[src/rtl/iru_ctrl.sv]
// iru_ctrl: job scheduler between RNN decisions, the IRU and the BCAU.
// Queues one-hot rotations with tags, issues to IRU, holds result to BCAU.
module iru_ctrl #(
  parameter int DEPTH   = 4,
  parameter int TAG_W   = 6,
  parameter int TIMEOUT = 1024
) (
  input  logic             clk,
  input  logic             rst,
  input  logic             rnn_valid,
  output logic             rnn_ready,
  input  logic [35:0]      rnn_out,
  input  logic [TAG_W-1:0] rnn_tag,
  input  logic             iru_in_ready,
  output logic             iru_start,
  output logic [35:0]      iru_rot,
  input  logic             iru_out_ready,
  output logic             bcau_valid,
  input  logic             bcau_ready,
  output logic [TAG_W-1:0] bcau_tag,
  output logic             busy,
  output logic             err_onehot,
  output logic             err_timeout,
  output logic [15:0]      jobs_done
);

  localparam int AW  = (DEPTH > 1) ? $clog2(DEPTH) : 1;
  localparam int CW  = AW + 1;
  localparam int WDW = $clog2(TIMEOUT) + 1;

  typedef enum logic [1:0] {
    IDLE,
    WAIT,
    HOLD
  } state_t;

  logic [35:0]      rot_mem [DEPTH];
  logic [TAG_W-1:0] tag_mem [DEPTH];

  logic [AW-1:0]    wr_q, wr_d;
  logic [AW-1:0]    rd_q, rd_d;
  logic [CW-1:0]    cnt_q, cnt_d;
  logic [WDW-1:0]   wd_q;
  state_t           state_q;
  logic             start_q;
  logic             valid_q;
  logic [35:0]      rot_q;
  logic [TAG_W-1:0] tag_q;
  logic             eoh_q;
  logic             eto_q;
  logic [15:0]      done_q;

  logic full, empty, onehot, xfer, push, pop;

  assign full   = (cnt_q == CW'(DEPTH));
  assign empty  = (cnt_q == '0);
  assign onehot = (rnn_out != '0) &&
                  ((rnn_out & (rnn_out - 36'd1)) == '0);
  assign xfer   = rnn_valid && !full;
  assign push   = xfer && onehot;
  assign pop    = (state_q == IDLE) && !empty && iru_in_ready;

  assign wr_d  = push ? wr_q + AW'(1) : wr_q;
  assign rd_d  = pop ? rd_q + AW'(1) : rd_q;
  assign cnt_d = cnt_q + CW'(push) - CW'(pop);

  always_ff @(posedge clk) begin
    if (push) begin
      rot_mem[wr_q] <= rnn_out;
      tag_mem[wr_q] <= rnn_tag;
    end
  end

  always_ff @(posedge clk) begin
    if (rst) begin
      wr_q    <= '0;
      rd_q    <= '0;
      cnt_q   <= '0;
      wd_q    <= '0;
      state_q <= IDLE;
      start_q <= 1'b0;
      valid_q <= 1'b0;
      rot_q   <= '0;
      tag_q   <= '0;
      eoh_q   <= 1'b0;
      eto_q   <= 1'b0;
      done_q  <= '0;
    end else begin
      wr_q    <= wr_d;
      rd_q    <= rd_d;
      cnt_q   <= cnt_d;
      start_q <= 1'b0;
      if (xfer && !onehot) eoh_q <= 1'b1;
      unique case (state_q)
        IDLE: begin
          if (pop) begin
            rot_q   <= rot_mem[rd_q];
            tag_q   <= tag_mem[rd_q];
            start_q <= 1'b1;
            wd_q    <= '0;
            state_q <= WAIT;
          end
        end
        WAIT: begin
          wd_q <= wd_q + WDW'(1);
          // The start cycle itself is ignored: the IRU
          // cannot have answered a job it has not seen.
          if (!start_q && iru_out_ready) begin
            valid_q <= 1'b1;
            state_q <= HOLD;
          end else if (wd_q == WDW'(TIMEOUT - 1)) begin
            eto_q   <= 1'b1;
            state_q <= IDLE;
          end
        end
        HOLD: begin
          if (bcau_ready) begin
            valid_q <= 1'b0;
            done_q  <= done_q + 16'd1;
            state_q <= IDLE;
          end
        end
        default: state_q <= IDLE;
      endcase
    end
  end

  assign rnn_ready   = !full;
  assign iru_start   = start_q;
  assign iru_rot     = rot_q;
  assign bcau_valid  = valid_q;
  assign bcau_tag    = tag_q;
  assign busy        = (state_q != IDLE) || !empty;
  assign err_onehot  = eoh_q;
  assign err_timeout = eto_q;
  assign jobs_done   = done_q;

endmodule

[config.mk]
export PLATFORM = sky130hd
export DESIGN_NAME = iru_ctrl
export DESIGN_NICKNAME = d
export VERILOG_FILES = /design/src/rtl/iru_ctrl.sv
export SDC_FILE = /design/constraint.sdc
export NUM_CORES = 1
export LEC_CHECK = 0
export BUFFER_PORTS_ARGS = -buffer_cell sky130_fd_sc_hd__buf_2
export CORE_MARGIN = 2
export CORE_UTILIZATION = 52
export DETAILED_ROUTE_END_ITERATION = 10
export PLACE_DENSITY = 0.83
export SLEW_MARGIN = 20
export SYNTH_ARGS = -nofsm -noshare
export SYNTH_HDL_FRONTEND = slang
export SYNTH_SLANG_ARGS = --single-unit
[constraint.sdc]
create_clock -name clk -period 4.12 [get_ports clk]
set_clock_uncertainty 0.05 [all_clocks]
set_input_delay 0.206 -clock clk [delete_from_list [all_inputs] [get_ports clk]]
set_output_delay 0.206 -clock clk [all_outputs]
set_load 0.03 [all_outputs]
Word level (Yosys, flattened, before mapping)
Memories as Yosys holds them, arrays and structs flattened. A register that Yosys moved wholly into a read port is not among the register bits.
Cells that the tools add are included.
Word-level totals
  flip-flop bits (word level): 40
  bits in writable memories: 168
  input bits: 48
  output and inout bits: 64
  memories kept: 2
Memories
  rot_mem: words 4, width 36, read ports 1, clocked after memory_dff 1, write ports 1, line 37  | logic [35:0] rot_mem [DEPTH];
  tag_mem: words 4, width 6, read ports 1, clocked after memory_dff 1, write ports 1, line 38  | logic [TAG_W-1:0] tag_mem [DEPTH];
Cells by class
  $add $sub $neg: 7
  equal/unequal tests: 8
  multiplexer cells: 13
  bitwise operators: 3
  reduce and logical (&&, ||, !) cells: 26
Operators by type and width (count)
  $and 36x36->36: 1
  $logic_not 36->1: 1
  $reduce_bool 36->1: 1
  $sub 36x1->36 const B: 1
  $pmux 11 s2: 1
  $add 16x1->16 const B: 1
  $add 11x1->11 const B: 1
  $eq 11x10->1 const B: 1
  $mux 11: 1
  $reduce_and 3->1: 3
  $mux 2: 4
  $logic_and 1x1->1: 7
  $ne 2x2->1 const B: 3
  $pmux 2 s3: 1
  $reduce_and 2->1: 3
  $reduce_bool 2->1: 3
  $mux 1: 5
  $add 2x1->2 const B: 2
  $logic_not 1->1: 4
  $add 3x1->3: 1
  $eq 3x3->1 const B: 1
  $logic_not 3->1: 1
  $ne 3x3->1 const B: 1
  $sub 3x1->3: 1
  7 further kinds: 8

Longest topological paths before layout
  depth after elaboration: 7
  mapped depth: 15
  gate-level depth less buffers: 15

Least setup slack after synthesis
No wires, ideal clock.
  path type: input to register
  start: input rnn_out[1]
  end: memory rot_mem[2][0], enable pin
  arrival: 3.535 ns
  data required time: 3.667 ns
  path slack: 0.132 ns
  stages: 7
  path buffers: 0
  path through: or4_4 or4_4 or4_1 a211oi_1 a21oi_1 a2111oi_4 and2_1
Between the ends
  cells in the longest elaborated chain, start to end: 7
  elaborated cells between the ends (all ways): 8
  those cells by class: 1 x add/sub; 2 x mux; 1 x bitwise; 4 x reduce/logical
Ends and longest elaborated chain
  start, declared: line 12  | input logic [35:0] rnn_out,
  $sub 36x1->36: line 58  | ((rnn_out & (rnn_out - 36'd1)) == '0);
  $and 36x36->36: line 58
  $logic_not 36->1: line 58
  $logic_and 1x1->1 *: line 57  | assign onehot = (rnn_out != '0) &&
  $logic_and 1x1->1 *: line 60  | assign push = xfer && onehot;
  $mux 1 *: line 68  | if (push) begin
  $mux 1 (implied by the code) *: line 69  | rot_mem[wr_q] <= rnn_out;
  end, declared: line 37
Every way passes the cells marked *; elsewhere a longest branch is shown, timed or not.

Worst setup path in the final report
  start: input rnn_out[20]
  end: register cnt_q[2]
Between the ends
  cells in the longest elaborated chain, start to end: 7
  elaborated cells between the ends (all ways): 8
  those cells by class: 3 x add/sub; 1 x bitwise; 4 x reduce/logical
Ends and longest elaborated chain
  $sub 36x1->36: line 58
  $and 36x36->36: line 58
  $logic_not 36->1: line 58
  $logic_and 1x1->1 *: line 57
  $logic_and 1x1->1 *: line 60
  $add 3x1->3 *: line 65  | assign cnt_d = cnt_q + CW'(push) - CW'(pop);
  $sub 3x1->3 *: line 65
  end signal, assigned: line 91  | cnt_q <= cnt_d;
  end, declared: line 42  | logic [CW-1:0] cnt_q, cnt_d;
Marks and branches as above.
A chain may end at the register's enable or synchronous reset.

==> results.md <==
- Num ports: 112
- CP endpoint kind: flop
- Vias/cell: 5.722
- Crit path DAT: approximately 4400 ps
- HPWL after DPL: about 13000 µm
- Area of the multi-input gates: 3095 µm²
- Worst hold path cell count: 2
- Setup violators final: 0
- Starting DRT DRC Count: a little over 500
- Syn Inst Count: 703
- Num Clock Sinks: 250
- Die area: 20130 µm²
- Global Route Usage Sum: 21.50%
- Total number of yosys warnings: 0
- Die Wd: approximately 140 µm
- CTS Buffer Depth: 3
- Initial Util: 52.86%
- Post-Syn Area: around 9900 µm²
- Clock share of power: 47.6%
- Hold WC Path Type: primary input to flop
- P&R area growth vs syn: 24.03%
- Psw: between 1000 and 1500 µW
- Slew HR: 41.02%
- Critical Path End: cnt_q[2]
- Gpl congestion: 0.8157
- FF-to-FF path depth: 13
- Setup Total Neg Slack: 0 ps
- First-pass DRT Iterations: 5
- Tmin final: ~4100 ps
- WL final: 21550 µm
- Max VDD drop: around 0.29 mV
- Critical path data required time: approximately 4500 ps
- Synth unique cells: between 50 and 60
- RR Startpoint: cnt_q[1]
- # fillers: around 1300
- Vias in the first global route: ~6400
- Worst-Skew Late Latency: between 500 and 600 ps
- Slowest-stage cell, CP: or4_4
- Sequential-to-total area share from yosys stat: between 60% and 70%
- Commonest cells after routing, fill and taps aside: edfxtp_1, buf_2, nand2_1
- DR DRC count: 0
- Synth top area share: between 50% and 60%
- Final Hold Fails: 0
- Syn nets: 760
- N_diodes: 0
- Leak: 0.004257 µW
- WL per Instance: between 15 and 20 µm
- DP Worst Slack: -51.84 ps
- # H-tree levels: 1
- Sequential Area: between 6000 and 7000 µm²
- Pins Over Slew Limit: 0
- Tcrit/Tclk final: just under 100%
- Nets: slightly above 900
- Die Y: 141.9 µm
- FP Rows: 50
- Setup crit start: rnn_out[20]
- Post-route ant nets: 0
- Post-synth EDFFs: roughly 170
- Clock root buffer master: clkbuf_16
- Buffers added on ports: 111
- Max cap viols: 0
- Largest net degree at the start of global routing: between 50 and 60
- FF+latch count, synth: 250
- Outcome: complete, no violations
- Crit path cell chain: dlygate4sd3_1 > buf_2 > or4_4 > or4_4 > or4_4 > a211oi_2 > a21oi_2 > a2111oi_4 > inv_1 > ha_4 > inv_1 > ha_1 > inv_1 > fa_2 > xor2_1 > xnor2_1 > nor2_1
- Switching Fraction: approximately a fifth
- Worst-path clk slew: about 70 ps
- Leading post-synthesis cells by cell area: edfxtp_1, dfxtp_1, mux4_2
- Max Freq: between 200 and 250 MHz
- Layout cells sized above 1: 27.26%
- R2R setup slack: 1520 ps
- Synth area leader: edfxtp_1
- Ys flop type: edfxtp_1
- Core area: 18710 µm²
- Global route overflow: 0
- Internal power: ~4400 µW
- Commonest non-fill, non-tap cell in the layout: edfxtp_1
- Ys async rst share: 0%
- Slew of the pin with the lowest slew margin: slightly below 900 ps
- Synthesized area per cell: between 10 and 15 µm²
- TritonCTS clock tree: done
- Critical Path Max Stage Delay: about 570 ps
- PD cells: approximately 440 nW/µm²
- CP Class: primary input to flop
- Gate power share: about 2.8%
- Vias: approximately 6500
- CP Max Fanout: 6
- Reg2reg end: cnt_q[2]
- Inserted Clock Buffers: 25
- First-pass GRT wire length: around 34000 µm
- Initial antenna violation count: 0
- Sequential share of power: about 50%
- PnR worst setup slack: around 52 ps
- Setup crit start kind: primary input
## per-layer routing
layer,GRT usage [%],vias to the layer above,share of wire (%)
met1,27.96,3184,41
met3,3.780,28,6.7
met5,0,-,0
li1,-,3005,-
met2,37.79,243,51
met4,5.474,0,1.7
## how the worst min path moves through the flow
stage / start / endpoint / slack [ps]
2_1_floorplan: rnn_out[0] / rot_mem[0][0] / 250
3_3_place_gp: rnn_tag[1] / tag_mem[2][1] / 370
5_1_grt: rnn_out[19] / rot_mem[2][19] / 10
3_5_place_dp: rnn_tag[1] / tag_mem[0][1] / 380
4_1_cts: rnn_out[19] / rot_mem[2][19] / 7
6_report: rnn_out[19] / rot_mem[2][19] / 20
## registers in the layout, summed over array words and instances, names as in the netlist
name and count:
rot_mem 144, iru_rot 36, tag_mem 24, jobs_done 16, wd_q 11, bcau_tag 6
cnt_q 3, rd_q 2, state_q 2, wr_q 2, bcau_valid 1, err_onehot 1
err_timeout 1, iru_start 1
## cell type report
class	instances	share of cell area, %
sequential	250	54.58
multi-input combinational	415	25.24
timing repair buffer	178	9.794
clock buffer	30	5.662
tap	234	2.387
clock inverter	16	2.153
inverter	6	0.1836
## metrics by stage
step,total power [µW],std cells,hold WS [ps],cell area [µm²],util [%]
after floorplan,2766,703,254.9,9888,-
after global placement,2836,1039,371.7,10820,57.87
after detailed placement,2840,1039,376.7,10830,57.88
after CTS,5427,1127,7.295,12210,65.25
after global routing,5544,1129,11.80,12260,65.57
final,5389,1129,16.88,12260,65.57
## critical path: cells and delay by family
| family | cells | cell delay, ps |
|---|---|---|
| AO/OA/AOI/OAI | 3 | 710 |
| XOR/XNOR | 2 | 320 |
| adder cells (fa/ha/maj) | 3 | 700 |
| buffers and inverters | 5 | 900 |
| AND/OR/NAND/NOR | 4 | 1590 |
## power by group through the flow
stage                     Combinational [µW]  Sequential [µW]  Clock [µW]
after floorplan                         35.7             2730           0
after global placement                   109             2730           0
after detailed placement                 113             2730           0
after CTS                                147             2670        2610
after global routing                     163             2670        2710
final                                    152             2670        2570
## synth_stat cells, types with 2 or more instances
cell,count
nand4_1,9
o41ai_1,2
or4_4,3
o31ai_1,2
a31oi_1,5
xor2_1,11
a2111oi_0,2
nor3_1,13
clkbuf_1,26
nor2b_1,4
nand3_1,7
nor4_1,5
or2_1,2
nor2_1,44
nand2_1,109
nand2b_1,8
inv_1,6
buf_1,6
and2_1,5
xnor2_1,6
a211oi_1,2
or2_2,3
mux4_2,42
edfxtp_1,168
or4_1,4
a311oi_1,5
ha_1,8
dfxtp_1,82
and3_1,6
a21oi_1,62
or3_1,10
o21ai_0,11
mux2i_1,2
maj3_1,2
nand3b_1,2
## repair_timing
item                                   4_1_cts  5_1_grt
hold buffers                                42        0
setup endpoints to repair                    0        1
setup buffers                                0        1
endpoints found under the hold margin      165        0
resized for setup                            0        6
## kinds of logic after synthesis
| logic type | after synthesis | share of synthesized area (%) |
|---|---|---|
| flip-flops | 250 | 67.62 |
| AND/OR/NAND/NOR | 240 | 11.70 |
| multiplexers | 45 | 9.882 |
| AO/OA/AOI/OAI | 102 | 6.428 |
| buffers and inverters | 38 | 1.442 |
| XOR/XNOR | 17 | 1.506 |
| adder cells (fa/ha/maj) | 11 | 1.417 |
(Power assumes the default switching activity.)
